File: src/rtl/data_demux_1to2_pkg.sv
// Shared definitions for the 1-to-2 stream demultiplexer: datapath width and
// the ping-pong destination encoding.
package data_demux_1to2_pkg;

    localparam int INTERNAL_BITS = 32;

    typedef enum logic {
        DST0 = 1'b0,
        DST1 = 1'b1
    } dst_e;

endpackage

File: src/rtl/reg_slice_1e.sv
// One-entry valid/ready register slice. A load overwrites the entry, otherwise
// a handshake on the output side empties it.
module reg_slice_1e #(
    parameter int DATA_W = 32
) (
    input  logic              clk,
    input  logic              rst_n,
    input  logic              load,
    input  logic [DATA_W-1:0] load_data,
    output logic              out_valid,
    input  logic              out_ready,
    output logic [DATA_W-1:0] out_data,
    output logic              free
);

    // The entry can take a new word if it is empty or being emptied this cycle.
    assign free = !out_valid || out_ready;

    // NOTE: sequential state uses non-blocking assignments so every register
    // samples its inputs from the same pre-edge values.
    always_ff @(posedge clk) begin
        if (!rst_n) begin
            // NOTE: the data register is reset as well, so the output bus reads
            // as zero after reset instead of holding stale contents.
            out_valid <= 1'b0;
            out_data  <= '0;
        end else if (load) begin
            out_valid <= 1'b1;
            out_data  <= load_data;
        end else if (out_valid && out_ready) begin
            out_valid <= 1'b0;
        end
    end

endmodule

File: src/rtl/data_demux_1to2.sv
// Registered 1-to-2 stream demultiplexer: routes each word by in_sel or by a
// ping-pong schedule that switches destination every BURST_LEN words.
module data_demux_1to2
    import data_demux_1to2_pkg::*;
#(
    parameter int DATA_W    = INTERNAL_BITS,
    parameter int BURST_LEN = 16,
    parameter int CNT_W     = 8
) (
    input  logic              clk,
    input  logic              rst_n,
    input  logic              mode,
    input  logic              in_valid,
    output logic              in_ready,
    input  logic [DATA_W-1:0] in_data,
    input  logic              in_sel,
    output logic              out0_valid,
    input  logic              out0_ready,
    output logic [DATA_W-1:0] out0_data,
    output logic              out1_valid,
    input  logic              out1_ready,
    output logic [DATA_W-1:0] out1_data,
    output logic              cur_dst,
    output logic [CNT_W-1:0]  word_cnt
);

    localparam logic [CNT_W-1:0] LAST_CNT = CNT_W'(BURST_LEN - 1);

    dst_e             state_q, state_d;
    logic [CNT_W-1:0] cnt_q, cnt_d;
    logic             dst;
    logic             free0, free1;
    logic             accept;

    assign cur_dst  = (state_q == DST1);
    assign word_cnt = cnt_q;

    // Back-pressure on the chosen destination stalls the input; there is no
    // fall-back to the other slot, so ordering stays trivially intact.
    assign dst      = mode ? cur_dst : in_sel;
    assign in_ready = rst_n && (dst ? free1 : free0);
    assign accept   = in_valid && in_ready;

    reg_slice_1e #(.DATA_W(DATA_W)) u_slice0 (
        .clk       (clk),
        .rst_n     (rst_n),
        .load      (accept && !dst),
        .load_data (in_data),
        .out_valid (out0_valid),
        .out_ready (out0_ready),
        .out_data  (out0_data),
        .free      (free0)
    );

    reg_slice_1e #(.DATA_W(DATA_W)) u_slice1 (
        .clk       (clk),
        .rst_n     (rst_n),
        .load      (accept && dst),
        .load_data (in_data),
        .out_valid (out1_valid),
        .out_ready (out1_ready),
        .out_data  (out1_data),
        .free      (free1)
    );

    always_ff @(posedge clk) begin
        if (!rst_n) begin
            state_q <= DST0;
            cnt_q   <= '0;
        end else begin
            state_q <= state_d;
            cnt_q   <= cnt_d;
        end
    end

    // NOTE: defaults come first so every path assigns the next-state signals
    // and no latch is inferred.
    always_comb begin
        state_d = state_q;
        cnt_d   = cnt_q;
        if (!mode) begin
            // Explicit routing keeps the schedule parked, so re-entry starts fresh.
            state_d = DST0;
            cnt_d   = '0;
        end else if (accept) begin
            if (cnt_q == LAST_CNT) begin
                cnt_d   = '0;
                state_d = (state_q == DST0) ? DST1 : DST0;
            end else begin
                cnt_d = cnt_q + CNT_W'(1);
            end
        end
    end

endmodule

File: config.mk
export PLATFORM = sky130hd
export DESIGN_NAME = data_demux_1to2
export DESIGN_NICKNAME = d
export VERILOG_FILES = /design/src/rtl/data_demux_1to2_pkg.sv /design/src/rtl/reg_slice_1e.sv /design/src/rtl/data_demux_1to2.sv
export SDC_FILE = /design/constraint.sdc
export NUM_CORES = 1
export LEC_CHECK = 0
export ABC_AREA = 1
export BUFFER_PORTS_ARGS = -buffer_cell sky130_fd_sc_hd__buf_2
export CAP_MARGIN = 20
export CORE_MARGIN = 3
export CORE_UTILIZATION = 52
export DETAILED_ROUTE_END_ITERATION = 10
export PLACE_DENSITY = 0.95
export REMOVE_ABC_BUFFERS = 1
export SETUP_SLACK_MARGIN = 0.05
export SLEW_MARGIN = 10
export SYNTH_ARGS = -nofsm -noshare
export SYNTH_HDL_FRONTEND = slang
export SYNTH_HIERARCHICAL = 1
export SYNTH_SLANG_ARGS = --single-unit
File: constraint.sdc
create_clock -name clk -period 2.9 [get_ports clk]
set_input_delay 0.29 -clock clk [delete_from_list [all_inputs] [get_ports clk]]
set_output_delay 0.29 -clock clk [all_outputs]
set_load 0.03 [all_outputs]
==> flow_summary.yaml <==
run_status:
  outcome: "finished clean"
sta:
  fin_skew_ps: 9.13
  grt_setup_unrepaired: "no"
  final.period_utilization_pct: 61.9
  finalCriticalPeriod_ps: 1800
  tightest_slew_ps: 620
  maxSlewHeadroom_pct: 58.6
  max_freq_ghz: 0.557
  finalSetupViolCount: 0
  fin_setup_tns_ps: 0
  hold_viol: 0
  final_max_slew_viol_count: 0
die:
  die_w_um: 81.5
  pin_count: 115
  core_mm2: 0.00530
  row_count: 26
  die-area_mm2: 0.00664
  start_util_pct: 55.9
  die_h_um: 81.5
route:
  via_per_inst: 5.12
  drtPass1Iterations: 4
  routed_wl_um: 7460
  ant_nets: 0
  wl_per_cell_um: 13.2
  drt-initial-drc-count: 159
  vias: 2885
  drc: 0
clock_tree:
  postCtsHoldBufs: 0
  htree_levels: 3
  cts.reportedPaths.clkPinSlew_ps: 80
  cts_inserted_buffers: 9
  postCtsSetupRepairBufs: 0
  clock-sinks: 75
  clockBufferDepth: 2
  ctsResizeCount: 0
  cts_root_buffer: "clkbuf_8"
  cts_tree: "yes"
  clk_latency_ps: 330
synth:
  yosys_warnings: 6
  yosys_most_used_dff: "dfxtp_1"
  syn_area_per_cell_um2: 7.82
  syn-cell-area_mm2: 0.00296
  postSynth.asyncResetShare_pct: 0
  synth_top_family_by_area: "simple AND/OR/NAND/NOR gates"
  synth_cell_type_count: 25
  synthCells: 379
  yosysSeqAreaShare_pct: 50.7
  synth_edf_count: 0
  synth.area.mux_share_pct: 0
  synth_top_cell_by_area: "dfxtp_1"
  synth_fa_ha_area_share_pct: 0.422
  synth-simple-area-share_pct: 27.5
  ys_top_cells_by_area: "dfxtp_1 51%, nor2_1 17%, o21ai_0 11%"
  synth.top_cell.area_share_pct: 50.7
  synth-compound-area-share_pct: 12.9
  synth_seq_cells: 75
  synthXorXnorAreaFrac_pct: 1.18
global_routing:
  grt_pass1_wl_um: 11800
  grt_use_total_pct: 23.3
  grt_pass1_vias: 2674
  gr-total-overflow: 0
  antenna_found_initial: 1
  grt_max_degree: 70
worst_setup_path:
  r2r-end: "u_slice0/out_data[15]"
  worstSetupPathType: "reg2reg"
  critPathMaxFanout: 32
  reg2reg_slack_ps: 1100
  r2r-start: "cur_dst"
  critPathCaptureType: "flop"
  rr_worst_depth: 9
  cp.arrival_ps: 2060
  cp-start-kind: "flop"
  cp.required_ps: 3170
layout:
  layout-drive-gt1-share_pct: 31.2
  antenna_cells: 0
  final_nets: 529
  layout_commonest_cell: "nor2_1"
  final_area_mm2: 0.00374
  post_layout_nonfiller_instances: 564
  mostFrequentLayoutCells: "136 x nor2_1, 114 x buf_2, 75 x dfxtp_1, 64 x o21ai_0, 29 x nand2_1"
  areaGrowthSynthToFinish_pct: 26.0
place:
  port_buffers: 114
  gp_congestion: 0.871
  hpwl_um: 5190
  dpl_cell_area_mm2: 0.00351
  dp.cells: 548
power:
  switchingPower_mw: 0.599
  ir_drop_uv: 399
  total_leakage_power_nw: 1.97
  pwr-share-clk_pct: 39.0
  swShare_pct: 26.1
  seqPwrFrac_pct: 48.0
  powerDensity_mw_per_mm2: 613
  comb_power_share_pct: 13.0
  internal_power_mw: 1.69
min_path:
  hold_class: "in2reg"
  holdCritStartpoint: "in_data[28]"
  hold_end: "u_slice0/out_data[28]"
  whs_path_depth: 3
run:
  drv_cap: 0
synthesized netlist by cell type (2+ instances only):
library cell  count
nor2_4            2
a21oi_2           2
nand3_2           4
nand2_2           5
clkbuf_2          6
nand3_4           2
o21ai_1           2
nand3_1           2
inv_1            17
nand2_1          29
nor2_1          137
buf_6             6
dfxtp_1          75
a21oi_1           7
o21ai_0          64
clkbuf_4          6
xor2_1            3
inv_2             3
worst max path at each step:
| stage | cells after the start | endpoint | from |
|---|---|---|---|
| 2_1_floorplan | 9 | u_slice0/out_data[27] | cur_dst |
| 3_3_place_gp | 11 | u_slice0/out_data[18] | mode |
| 3_5_place_dp | 11 | u_slice0/out_data[5] | mode |
| 4_1_cts | 9 | u_slice0/out_data[5] | cur_dst |
| 5_1_grt | 9 | u_slice0/out_data[15] | cur_dst |
| 6_report | 9 | u_slice0/out_data[15] | cur_dst |
registers in the layout, indices dropped and copies added (netlist names):
name	cells
word_cnt	8
cur_dst	1
u_slice1/out_valid	1
u_slice1/out_data	32
u_slice0/out_data	32
u_slice0/out_valid	1
stage by stage:
stage	total power, mW	hold slack [ps]	util, %	setup slack, ps
5_1_grt	2.39	172	70.5	939
3_5_place_dp	1.42	480	66.2	1130
6_report	2.29	192	70.5	1100
2_1_floorplan	1.30	412	-	132
3_3_place_gp	1.41	469	66.2	1210
4_1_cts	2.30	180	70.5	1110
worst max-delay path: stages, from the launching register on:
cell	delay [ps]
dfxtp_1	390
inv_1	90
nand2_2	120
nand3_1	100
nand2_2	110
nand3_4	130
a21oi_2	170
buf_4	320
o21ai_0	160
nor2_1	140
power groups by stage:
stage	clock, mW	combinational [mW]	sequential, mW
floorplan	0	0.0826	1.22
global placement	0	0.292	1.12
detailed placement	0	0.298	1.12
CTS	0.905	0.299	1.10
global route	0.964	0.322	1.11
finish	0.893	0.298	1.10
logic make-up (layout without fill, tap and decap cells):
family                     after synthesis  after routing
AOI/OAI and AO/OA                       75             75
xor gates and xnor gates                 4              4
buffers and inverters                   38            153
and+or+nand+nor                        186            186
DFF                                     75             75
adders and majority gates                1              1
routing by layer:
layer | vias to the layer above | wire length [um] | global-route usage [%]
met5 | - | 17 | 0
met4 | 2 | 79 | 9.80
met3 | 12 | 754 | 11.1
met2 | 142 | 3640 | 37.5
met1 | 1312 | 2970 | 26.3
li1 | 1417 | - | -
cell type report:
cell class	count	area [um^2]
clock inverters	4	72.6
fillers	413	1570
flip-flops and latches	75	1500
clock buffers	12	155
inverters	20	75.1
multi-input cells	266	1250
well taps	70	87.6
repair buffers	117	593
No activity file was read; power rests on OpenSTA's default activity.
